File: src/rtl/sq_wave_gen.sv
// Square-wave / tick generator: counted or free-running periods, config via valid/ready, applied at period boundaries.
// Optional macro SQW_DUTY_EN adds cfg_low for an independent low-phase length (otherwise 50% duty).
module sq_wave_gen #(
    parameter int CNT_W = 16
) (
    input  logic             clk,
    input  logic             rst_n,
    input  logic             en,
    input  logic             cfg_valid,
    output logic             cfg_ready,
    input  logic [CNT_W-1:0] cfg_half,
`ifdef SQW_DUTY_EN
    input  logic [CNT_W-1:0] cfg_low,
`endif
    input  logic [CNT_W-1:0] cfg_count,
    output logic             wave_out,
    output logic             tick,
    output logic             busy,
    output logic             done
);

    typedef enum logic [1:0] {S_IDLE, S_RUN, S_DONE} state_t;

    function automatic logic [CNT_W-1:0] clamp1(input logic [CNT_W-1:0] v);
        return (v == '0) ? CNT_W'(1) : v;
    endfunction

    function automatic logic [CNT_W-1:0] sat_inc(input logic [CNT_W-1:0] v);
        return (v == '1) ? v : v + CNT_W'(1);
    endfunction

    state_t           state_q, state_d;
    logic [CNT_W-1:0] h_q, h_d, l_q, l_d, cnt_q, cnt_d, per_q, per_d, ph_q, ph_d;
    logic [CNT_W-1:0] sh_h_q, sh_h_d, sh_l_q, sh_l_d, sh_c_q, sh_c_d;
    logic             pend_q, pend_d;
    logic             wave_q, wave_d, tick_q, tick_d, busy_q, busy_d;
    logic             done_q, done_d, rdy_q, rdy_d;
    logic             accept;
    logic [CNT_W-1:0] new_half, new_low, per_inc;

    assign accept   = cfg_valid && rdy_q && en;
    assign new_half = clamp1(cfg_half);
`ifdef SQW_DUTY_EN
    assign new_low  = clamp1(cfg_low);
`else
    assign new_low  = new_half;
`endif
    assign per_inc  = sat_inc(per_q);

    always_comb begin
        state_d = state_q;
        h_d     = h_q;
        l_d     = l_q;
        cnt_d   = cnt_q;
        per_d   = per_q;
        ph_d    = ph_q;
        pend_d  = pend_q;
        sh_h_d  = sh_h_q;
        sh_l_d  = sh_l_q;
        sh_c_d  = sh_c_q;
        wave_d  = 1'b0;
        tick_d  = 1'b0;
        done_d  = 1'b0;

        if (!en) begin
            state_d = S_IDLE;
            per_d   = '0;
            ph_d    = '0;
            pend_d  = 1'b0;
            sh_h_d  = '0;
            sh_l_d  = '0;
            sh_c_d  = '0;
        end else begin
            case (state_q)
                S_IDLE: begin
                    if (accept) begin
                        state_d = S_RUN;
                        h_d     = new_half;
                        l_d     = new_low;
                        cnt_d   = cfg_count;
                        per_d   = '0;
                        ph_d    = '0;
                        wave_d  = 1'b1;
                        tick_d  = 1'b1;
                    end
                end
                S_RUN: begin
                    wave_d = wave_q;
                    if (accept) begin
                        pend_d = 1'b1;
                        sh_h_d = new_half;
                        sh_l_d = new_low;
                        sh_c_d = cfg_count;
                    end
                    if (wave_q) begin
                        if (ph_q == h_q - CNT_W'(1)) begin
                            wave_d = 1'b0;
                            ph_d   = '0;
                        end else begin
                            ph_d = ph_q + CNT_W'(1);
                        end
                    end else if (ph_q == l_q - CNT_W'(1)) begin
                        // Period boundary: a pending or same-edge config beats run completion.
                        ph_d = '0;
                        if (pend_q || accept) begin
                            h_d    = pend_q ? sh_h_q : new_half;
                            l_d    = pend_q ? sh_l_q : new_low;
                            cnt_d  = pend_q ? sh_c_q : cfg_count;
                            per_d  = '0;
                            pend_d = 1'b0;
                            wave_d = 1'b1;
                            tick_d = 1'b1;
                        end else if (cnt_q != '0 && per_inc == cnt_q) begin
                            state_d = S_DONE;
                            per_d   = '0;
                            done_d  = 1'b1;
                            wave_d  = 1'b0;
                        end else begin
                            per_d  = per_inc;
                            wave_d = 1'b1;
                            tick_d = 1'b1;
                        end
                    end else begin
                        ph_d = ph_q + CNT_W'(1);
                    end
                end
                S_DONE: begin
                    state_d = S_IDLE;
                    pend_d  = 1'b0;
                end
                default: state_d = S_IDLE;
            endcase
        end

        busy_d = (state_d == S_RUN);
        rdy_d  = en && ((state_d == S_IDLE) || (state_d == S_RUN && !pend_d));
    end

    always_ff @(posedge clk or negedge rst_n) begin
        if (!rst_n) begin
            state_q <= S_IDLE;
            h_q     <= '0;
            l_q     <= '0;
            cnt_q   <= '0;
            per_q   <= '0;
            ph_q    <= '0;
            sh_h_q  <= '0;
            sh_l_q  <= '0;
            sh_c_q  <= '0;
            pend_q  <= 1'b0;
            wave_q  <= 1'b0;
            tick_q  <= 1'b0;
            busy_q  <= 1'b0;
            done_q  <= 1'b0;
            rdy_q   <= 1'b0;
        end else begin
            state_q <= state_d;
            h_q     <= h_d;
            l_q     <= l_d;
            cnt_q   <= cnt_d;
            per_q   <= per_d;
            ph_q    <= ph_d;
            sh_h_q  <= sh_h_d;
            sh_l_q  <= sh_l_d;
            sh_c_q  <= sh_c_d;
            pend_q  <= pend_d;
            wave_q  <= wave_d;
            tick_q  <= tick_d;
            busy_q  <= busy_d;
            done_q  <= done_d;
            rdy_q   <= rdy_d;
        end
    end

    assign cfg_ready = rdy_q;
    assign wave_out  = wave_q;
    assign tick      = tick_q;
    assign busy      = busy_q;
    assign done      = done_q;

endmodule

File: config.mk
export PLATFORM = sky130hd
export DESIGN_NAME = sq_wave_gen
export DESIGN_NICKNAME = d
export VERILOG_FILES = /design/src/rtl/sq_wave_gen.sv
export SDC_FILE = /design/constraint.sdc
export NUM_CORES = 1
export LEC_CHECK = 0
export BUFFER_PORTS_ARGS = -buffer_cell sky130_fd_sc_hd__buf_2
export CAP_MARGIN = 20
export CORE_ASPECT_RATIO = 1.2
export CORE_UTILIZATION = 36
export CTS_CLUSTER_DIAMETER = 60
export CTS_CLUSTER_SIZE = 12
export DETAILED_ROUTE_END_ITERATION = 12
export PLACE_DENSITY = 0.64
export SYNTH_ARGS = -nofsm -noshare
export SYNTH_HDL_FRONTEND = slang
export SYNTH_SLANG_ARGS = --single-unit
File: constraint.sdc
create_clock -name clk -period 4 [get_ports clk]
set_clock_uncertainty 0.2 [all_clocks]
set_input_delay 0 -clock clk [delete_from_list [all_inputs] [get_ports clk]]
set_output_delay 0 -clock clk [all_outputs]
set_load 0.02 [all_outputs]
# After elaboration in Yosys (flattened, before gate mapping)
# Index checks and enable logic that the tools add are counted.
[op_classes]
eq_ne = 16
n_reduce_logical = 17
add_sub_neg = 3
n_mux = 58
[op_table]
columns = ["op", "count"]
rows = [
  ["two-way mux 16 bit", 24],
  ["case mux 16 bit (2 select lines)", 4],
  ["adder 16 x 1 -> 16 bit (second input constant)", 2],
  ["== test 16 bit", 2],
  ["two-way mux 1 bit", 20],
  ["== test 16 bit (second input constant)", 1],
  ["zero test 16 bit", 1],
  ["nonzero test 16 bit", 1],
  ["subtractor 16 x 1 -> 16 bit (second input constant)", 1],
  ["two-way mux 2 bit", 6],
  ["inequality test 3 bit (second input constant)", 3],
  ["inequality test 2 bit (second input constant)", 4],
  ["case mux 1 bit (2 select lines)", 3],
  ["AND reduction 6 bit", 1],
  ["logical AND 1 bit", 5],
  ["== test 2 x 1 -> 1 bit (second input constant)", 2],
  ["zero test 2 bit", 2],
  ["inequality test 2 x 1 -> 1 bit (second input constant)", 2],
  ["case mux 2 bit (2 select lines)", 1],
  ["AND reduction 2 bit", 2],
  ["AND reduction 4 bit", 1],
  ["inequality test 3 x 1 -> 1 bit (second input constant)", 1],
  ["== test 2 bit (second input constant)", 1],
  ["logical OR 1 bit", 2],
  ["other kinds (2)", 2],
]
[word_totals]
wordCells = 107
register_bits = 104
input_bits = 36

# Logic depth before layout (Yosys ltp)
# Gate-level depths: netlist of run 1.
[depth]
word_depth = 14
ltp_mapped = 14
depth_no_buf = 11

# Worst setup path before layout of run 1
# No wires, ideal clock.
[synth_path]
path_kind = "register to register"
from = "register per_q[0]"
to = "register per_q[1]"
setup_slack_ns = 0.517
stages_incl_launch_ff = 13
n_path_buf = 2
arrival_ns = 3.161
cell_sequence = "dfrtp_1 ha_1 buf_2 nand4_1 nor4_4 nor2_1 xnor2_1 or4_1 nor4_2 nor4_2 and2_1 buf_4 a32o_1"
[synth_between]
elab_chain_cells = 10
[synth_rtl]
columns = ["element", "line", "source"]
rows = [
  ["start, declared", "33", "logic [CNT_W-1:0] h_q, h_d, l_q, l_d, cnt_q, cnt_d, per_q, per_d, ph_q, ph_d;"],
  ["start signal, assigned", "161", "per_q <= per_d;"],
  ["adder 16 x 1 -> 16 bit / == test 16 bit (equally long branches)", "29", "return (v == '1) ? v : v + CNT_W'(1);"],
  ["two-way mux 16 bit *", "29", ""],
  ["== test 16 bit", "113", "end else if (cnt_q != '0 && per_inc == cnt_q) begin"],
  ["logical AND 1 bit", "113", ""],
  ["two-way mux 16 bit *", "113", ""],
  ["two-way mux 16 bit *", "105", "if (pend_q || accept) begin"],
  ["two-way mux 16 bit *", "102", "end else if (ph_q == l_q - CNT_W'(1)) begin"],
  ["two-way mux 16 bit *", "95", "if (wave_q) begin"],
  ["case mux 16 bit (2 select lines) *", "74", "case (state_q)"],
  ["two-way mux 16 bit *", "65", "if (!en) begin"],
]
# Every way passes the cells marked *; elsewhere a longest branch is shown, timed or not. The select of a mux whose other input is x is not followed.
# A chain may end at the register's enable or synchronous reset.

# Worst setup path in the final report of run 1
[layout_path]
from = "register per_q[0]"
to = "register per_q[9]"
# The elaborated chain is that of the path after synthesis.

==> PnR_summary.wiki, run 1 <==
{| class="wikitable"
! Metric !! Value
|-
| Unrepaired setup endpoints after global routing || false
|-
| Headroom to the max-slew limit || between 40 and 50%
|-
| CP Class || reg2reg
|-
| Share of the core filled with cells in the final layout || 43.67%
|-
| First-pass GRT wire length || 27.70 mm
|-
| DIE WIDTH || 123.2 um
|-
| Most frequent standard cell in the layout excluding fill and tap cells || sky130_fd_sc_hd__dfrtp_1
|-
| Placer's final routability congestion estimate || roughly 0.96
|-
| Number of global-route vias before repair || 5328
|-
| Largest driver fanout on the critical path || 9
|-
| R2R Setup Slk || roughly 0.23 ns
|-
| Clock tree from TritonCTS || done
|-
| Overall routing resource usage || between 15 and 20%
|-
| DP Cell Count || 924
|-
| Worst slack at placement || 0.1257 ns
|-
| Via/cell ratio || about 5.7
|-
| Area delta synth->final || 17.38%
|-
| Initial Utilization || a little under two fifths
|-
| Clock latency on the worst-skew pair || 0.37 ns
|-
| Total detailed-routing wirelength || about 17 mm
|-
| R2r endpoint || per_q[9]
|-
| Total Power || 0.002746 W
|-
| Class of the most critical hold timing path || in2async
|-
| Final Hold Fails || 0
|-
| Transition time at the pin with the least slew margin || 0.8641 ns
|-
| Timing startpoint of the critical path || per_q[0]
|-
| Power Dens Cells || 369.0 nW/um^2
|-
| DRC violation total after the first TritonRoute iteration || 424
|-
| Maximum clock frequency || between 200 and 300 MHz
|-
| Max-cap violation count || 0
|-
| Clock H-tree levels || 3
|-
| Count of non-filler cells in the finished layout || 976
|-
| Standard-cell row count || 52
|-
| Endpoint of the worst setup timing path || per_q[9]
|-
| Dominant register cell in the synthesized netlist || sky130_fd_sc_hd__dfrtp_1
|-
| Buffers added on ports || 40
|-
| Clock sink total || 104
|-
| Cells after synthesis || 694
|-
| Post-synth ARST share || 100.0%
|-
| Routed WL per cell || 17.10 um
|-
| Synth Warn # || 0
|-
| Number of optimization iterations in the first detailed-route pass || 5
|-
| Average cell area after synthesis || a little over 9 sq um
|-
| Static Leakage || 3.409 nW
|-
| Final Critical Period || 3.771 ns
|-
| Yosys reg bits || 104
|-
| Maximum clock insertion buffer count || 2
|-
| Remaining design rule violation count || 0
|-
| Clock transition time at the flip-flop clock pins of the worst setup and hold paths || around 0.080 ns
|-
| Launching element type of the critical path || register
|-
| Result of the run || completed
|-
| Top library cells by usage in the layout, fill and taps aside || sky130_fd_sc_hd__dfrtp_1 (104), sky130_fd_sc_hd__nand2_1 (70), sky130_fd_sc_hd__nor2_1 (44)
|-
| Cts bufs inserted || 9
|-
| Number of antenna cells inserted || 0
|-
| Layout cells sized above 1 || a little over an eighth
|-
| Crit path DAT || 3.83 ns
|-
| Number of top-level pins || 41
|-
| Vias || 5558
|-
| Total global routing overflow || 0
|-
| Core outline area || 17050 sq um
|-
| Number of antenna violations at the first check in global routing || 0
|-
| Final setup vio count || 0
|-
| Filler instances || 1672
|-
| Critical path endpoint category || register
|-
| Depth of the most critical reg-to-reg path || 11
|-
| Post-Synthesis Net Count || 735
|-
| DP Wirelength || 11.84 mm
|-
| Required time of the critical path || 4.06 ns
|-
| Post-layout net count || 796
|-
| Antenna viol nets, final || 0
|-
| Startpoint of the worst-slack reg-to-reg timing path || per_q[0]
|-
| Setup total negative slack || 0 ns
|-
| Total count of max-transition violations in the final report || 0
|-
| Die footprint || 18150 sq um
|-
| Die outline height || 147.4 um
|-
| Maximum number of pins on one net before global-route repair || between 60 and 70
|-
| Worst vdd rail ir drop || around 0.25 mV
|-
| Post-route worst setup slack || 0.2286 ns
|-
| Period utilisation layout || between 90% and 100%
|-
| Root cell of the clock tree || sky130_fd_sc_hd__clkbuf_16
|-
| Netlist area before placement || around 6300 sq um
|-
| Distinct cell type count of the synthesized netlist || 69
|-
| Sequential area share after synthesis || 41.04%
|-
| Number of synthesized flops with an enable pin || 0
|}
worst max-delay path, stage by stage (launching register included):
cell	delay (ns)
sky130_fd_sc_hd__dfrtp_1	0.48
sky130_fd_sc_hd__ha_2	0.30
sky130_fd_sc_hd__nand4_1	0.30
sky130_fd_sc_hd__nor4_4	0.41
sky130_fd_sc_hd__nor2_1	0.12
sky130_fd_sc_hd__xnor2_1	0.15
sky130_fd_sc_hd__or4_1	0.56
sky130_fd_sc_hd__nor4_2	0.39
sky130_fd_sc_hd__nor4_4	0.15
sky130_fd_sc_hd__buf_4	0.20
sky130_fd_sc_hd__a21o_1	0.17
sky130_fd_sc_hd__a22o_1	0.22
cell type report:
class	instances	area [sq um]	share of cell area, %
inverter	11	41.29	0.5547
multi-input combinational	535	3522	47.32
sequential	104	2603	34.96
tap	216	270.3	3.631
clock buffer	9	225.2	3.026
timing repair buffer	94	710.7	9.548
clock inverter	7	71.32	0.9581
flip-flops by register name (all words and copies together), names as in the netlist:
register,flops
l_q,16
done,1
cfg_ready,1
tick,1
sh_l_q,16
cnt_q,16
busy,1
ph_q,16
wave_out,1
sh_c_q,16
state_q,2
per_q,16
pend_q,1
synthesized netlist by cell type, drive strengths merged, types with 15 or more instances:
cell	number	area (sq um)
a22o	38	332.8
nand4	19	118.9
mux2i	34	340.3
nand2	71	266.5
a21oi	35	182.7
clkbuf	23	86.33
nor2	45	168.9
a31oi	17	106.4
dfrtp	104	2603
nand2b	17	106.4
nand3	22	110.1
and3	15	93.84
nor3	18	90.09
nor4	21	158.9
o21ai	51	262.8
buf	21	125.1
xnor2	21	183.9
per-layer routing:
| metal | vias to the layer above | wire (um) | GRT usage, % |
|---|---|---|---|
| met4 | 0 | 361 | 6.867 |
| met3 | 31 | 687 | 4.012 |
| li1 | 2708 | - | - |
| met1 | 2679 | 7818 | 26.94 |
| met2 | 140 | 7824 | 30.67 |
| met5 | - | 0 | 0 |
report_power, final:
group	total [W]	internal [W]	switching [W]
clock	0.000894	0.000441	0.000453
sequential	0.00125	0.00113	0.000123
combinational	0.000601	0.000268	0.000332
stage by stage:
step / area, sq um / hold slack (ns)
4_1_cts: 7426 / 0.07853
6_report: 7443 / 0.05765
3_3_place_gp: 6769 / -0.3028
5_1_grt: 7443 / 0.1056
3_5_place_dp: 6769 / -0.3025
2_1_floorplan: 6341 / -0.4956
repair_timing:
item,4_1_cts,5_1_grt
hold endpoints to repair,174,0
setup buffers,0,0
resized for setup,0,4
hold buffers,36,0
endpoints found under the setup margin,0,14
worst min path at each step:
stage                             to
after global routing       sh_c_q[7]
final                      sh_c_q[7]
after CTS                  sh_c_q[8]
after floorplan                 busy
after detailed placement  sh_c_q[12]
after global placement    sh_c_q[12]
logic make-up after synthesis:
kind of cell / synth area share (%)
buffers and inverters: 3.986
XOR/XNOR: 4.834
flip-flops: 41.04
AO/OA/AOI/OAI: 21.17
AND/OR/NAND/NOR: 22.43
adder cells (fa/ha/maj): 0.9866
multiplexers: 5.545
Power figures use the tool's default switching activity.
==> inputs of run 2 (changes only) <==
Settings changed: BUFFER_PORTS_ARGS -buffer_cell sky130_fd_sc_hd__buf_2 to unset, DONT_BUFFER_PORTS set to 1, PLACE_DENSITY 0.64 to 0.62, SETUP_SLACK_MARGIN set to 0.05.
==> PnR_summary.wiki, run 2 (synthesis gave the netlist of run 1 again) <==
{| class="wikitable"
! Metric !! Value
|-
| Clock transition time at the flip-flop clock pins of the worst setup and hold paths || 0.08 ns (about the same)
|-
| Number of global-route vias before repair || 5504 (+3.3%)
|-
| Crit path DAT || 3.83 ns (about the same)
|-
| Overall routing resource usage || 20.71% (+1.0 points)
|-
| Result of the run || completed
|-
| Largest driver fanout on the critical path || 7 (-2)
|-
| Buffers added on ports || 0 (-100%)
|-
| Total detailed-routing wirelength || 17.75 mm (+6.3%)
|-
| Switching Share || 31.95% (-1.1 points)
|-
| Logic depth of the worst path, buffers included || 12 (+1)
|-
| DRC violation total after the first TritonRoute iteration || 352 (-17%)
|-
| Critical path endpoint category || register
|-
| Count of buffers added by post-CTS timing repair for setup || 0 (unchanged)
|-
| Slowest cell delay on critical path || 0.58 ns (+0.02 ns)
|-
| Clock network power share || 33.6% (+1.0 points)
|-
| Clock tree from TritonCTS || done
|-
| Area delta synth->final || 15.25%
|-
| Required time of the critical path || 4.10 ns (+0.04 ns)
|-
| Critical Path Slowest Stage Cell || sky130_fd_sc_hd__or4_4
|-
| Setup total negative slack || 0 ns (unchanged)
|-
| Power share of the sequential group || 45.0% (-0.6 points)
|-
| Cts bufs inserted || 9 (unchanged)
|-
| Busiest layer in global routing || met2
|-
| Clock sink total || 104 (unchanged)
|-
| Initial Utilization || 37.20% (unchanged)
|-
| Comb power frac || 21.4% (-0.5 points)
|-
| DP Wirelength || 12.73 mm (+7.5%)
|-
| Layout cells sized above 1 || 9.116% (-4.2 points)
|-
| Placer's final routability congestion estimate || 0.9397 (-2.5%)
|-
| Most frequent standard cell in the layout excluding fill and tap cells || sky130_fd_sc_hd__dfrtp_1
|-
| M3 GR Usage || 3.356% (-0.66 points)
|-
| Global-route met2 utilization || 32.96% (+2.3 points)
|-
| Family of cells with the greatest summed delay on the critical path || simple AND/OR/NAND/NOR gates
|-
| Via/cell ratio || 5.883 (+3.3%)
|-
| Final Critical Period || 3.733 ns (-0.03830 ns)
|-
| Routed WL per cell || 18.86 um (+10%)
|-
| First-pass GRT wire length || 28.85 mm (+4.1%)
|-
| Worst vdd rail ir drop || 0.2200 mV (-12%)
|-
| Buffering stage count on the worst path with inverters included || 2 (+1)
|-
| Vias || 5536 (-0.40%)
|-
| Headroom to the max-slew limit || 60.42% (+18 points)
|-
| Max-cap violation count || 0 (unchanged)
|-
| DIE WIDTH || 123.2 um (unchanged)
|-
| Filler instances || 1680 (+0.48%)
|-
| Unrepaired setup endpoints after global routing || true
|-
| Total global routing overflow || 0 (unchanged)
|-
| Global-route met1 utilization || 26.62% (-0.32 points)
|-
| Core outline area || 17050 sq um (unchanged)
|-
| Depth of the most critical reg-to-reg path || 12 (+1)
|-
| Number of antenna violations at the first check in global routing || 0 (unchanged)
|-
| Clock latency on the worst-skew pair || 0.37 ns (about the same)
|-
| Power Dens Cells || 383.0 nW/um^2 (+3.8%)
|-
| Static Leakage || 3.288 nW (-3.6%)
|-
| Switching power summed over all nets || 0.0008944 W (-1.5%)
|-
| Antenna viol nets, final || 0 (unchanged)
|-
| Top library cells by usage in the layout, fill and taps aside || sky130_fd_sc_hd__dfrtp_1 (104), sky130_fd_sc_hd__nand2_1 (70), sky130_fd_sc_hd__nor2_1 (44)
|-
| Final setup vio count || 0 (unchanged)
|-
| Maximum number of pins on one net before global-route repair || 105 (+62%)
|-
| Remaining design rule violation count || 0 (unchanged)
|-
| Period utilisation layout || 93.33% (-0.96 points)
|-
| Transition time at the pin with the least slew margin || 0.5937 ns (-0.2703 ns)
|-
| Internal power component || 0.001905 W (+3.6%)
|-
| Die outline height || 147.4 um (unchanged)
|-
| Root cell of the clock tree || sky130_fd_sc_hd__clkbuf_16
|-
| CP Class || reg2reg
|-
| Launching element type of the critical path || register
|-
| Die footprint || 18150 sq um (unchanged)
|-
| Class of the most critical hold timing path || in2async
|-
| Minimum hold slack || 0.001980 ns (-0.05567 ns)
|-
| Total count of max-transition violations in the final report || 0 (unchanged)
|-
| Number of top-level pins || 41 (unchanged)
|-
| Clock H-tree levels || 3 (unchanged)
|-
| Standard-cell row count || 52 (unchanged)
|-
| Maximum clock insertion buffer count || 2 (unchanged)
|-
| Final Hold Fails || 0 (unchanged)
|-
| Maximum clock frequency || 267.9 MHz (+1.0%)
|-
| Cells along the critical path || inv_1 -> ha_1 -> or3b_1 -> or4_4 -> a2111oi_4 -> o21ai_2 -> a21oi_2 -> and4b_1 -> buf_4 -> nand4b_1 -> a21oi_1 -> and2_1
|-
| Post-layout net count || 760 (-4.5%)
|-
| Number of optimization iterations in the first detailed-route pass || 6 (+1)
|}
## run 2: worst paths after layout
check	from	to	slack (ns)
max in group asynchronous	rst_n	per_q[3]	3.14
hold reg to reg	sh_l_q[0]	sh_l_q[0]	0.29
setup reg to reg	l_q[1]	state_q[1]	0.27
min in group clk	en	ph_q[2]	0.11
setup / recovery	l_q[1]	state_q[1]	0.27
hold / removal	rst_n	per_q[5]	0.002
## run 2: worst register-to-register path: cells and delay by family (launching register included)
kind / cells / cell delay (ns)
buffers and inverters: 2 / 0.25
flip-flops: 1 / 0.42
AND/OR/NAND/NOR: 5 / 1.71
adder cells (fa/ha/maj): 1 / 0.19
AO/OA/AOI/OAI: 4 / 0.91
## run 2: timing repair
action | 4_1_cts | 5_1_grt
gates resized for setup | 0 | 4
hold buffers | 36 | 0
setup endpoints to repair | 0 | 7
endpoints found under the hold margin | 196 | 0
## run 2: metal layers
metal  wire length [um]  vias to the layer above  part of all wire (%)
met2               8437                      170                    48
met5                  0                        -                     0
met3                826                       46                   4.7
li1                   -                     2629                     -
met4                709                        0                   4.0
met1               7773                     2691                    44
## run 2: layout make-up
type / count / area, sq um / share of cell area (%)
multi-input combinational: 535 / 3522 / 48.19
timing repair buffer: 58 / 555.5 / 7.601
clock buffer: 10 / 239.0 / 3.270
tap: 216 / 270.3 / 3.698
inverter: 11 / 41.29 / 0.5650
clock inverter: 6 / 75.07 / 1.027
antenna: 1 / 2.502 / 0.03424
sequential: 104 / 2603 / 35.61
## run 2: power by group through the flow
stage / combinational (W) / sequential [W] / clock (W)
2_1_floorplan: 0.000439 / 0.00122 / 0
3_3_place_gp: 0.000521 / 0.00128 / 0
3_5_place_dp: 0.000532 / 0.00128 / 0
4_1_cts: 0.000596 / 0.00126 / 0.000956
5_1_grt: 0.000669 / 0.00128 / 0.000990
6_report: 0.000598 / 0.00126 / 0.000941
## run 2: through the flow
step | worst slack [ns] | cell area [sq um] | total power [W] | std cells | util [%]
finish | 0.2669 | 7308 | 0.002799 | 941 | 42.87
detailed placement | 0.2831 | 6596 | 0.001813 | 888 | 38.70
CTS | 0.2762 | 7288 | 0.002811 | 940 | 42.76
global route | 0.02017 | 7306 | 0.002935 | 940 | 42.86
global placement | 0.3682 | 6596 | 0.001798 | 888 | 38.70
floorplan | 0.5175 | 6341 | 0.001663 | 694 | -
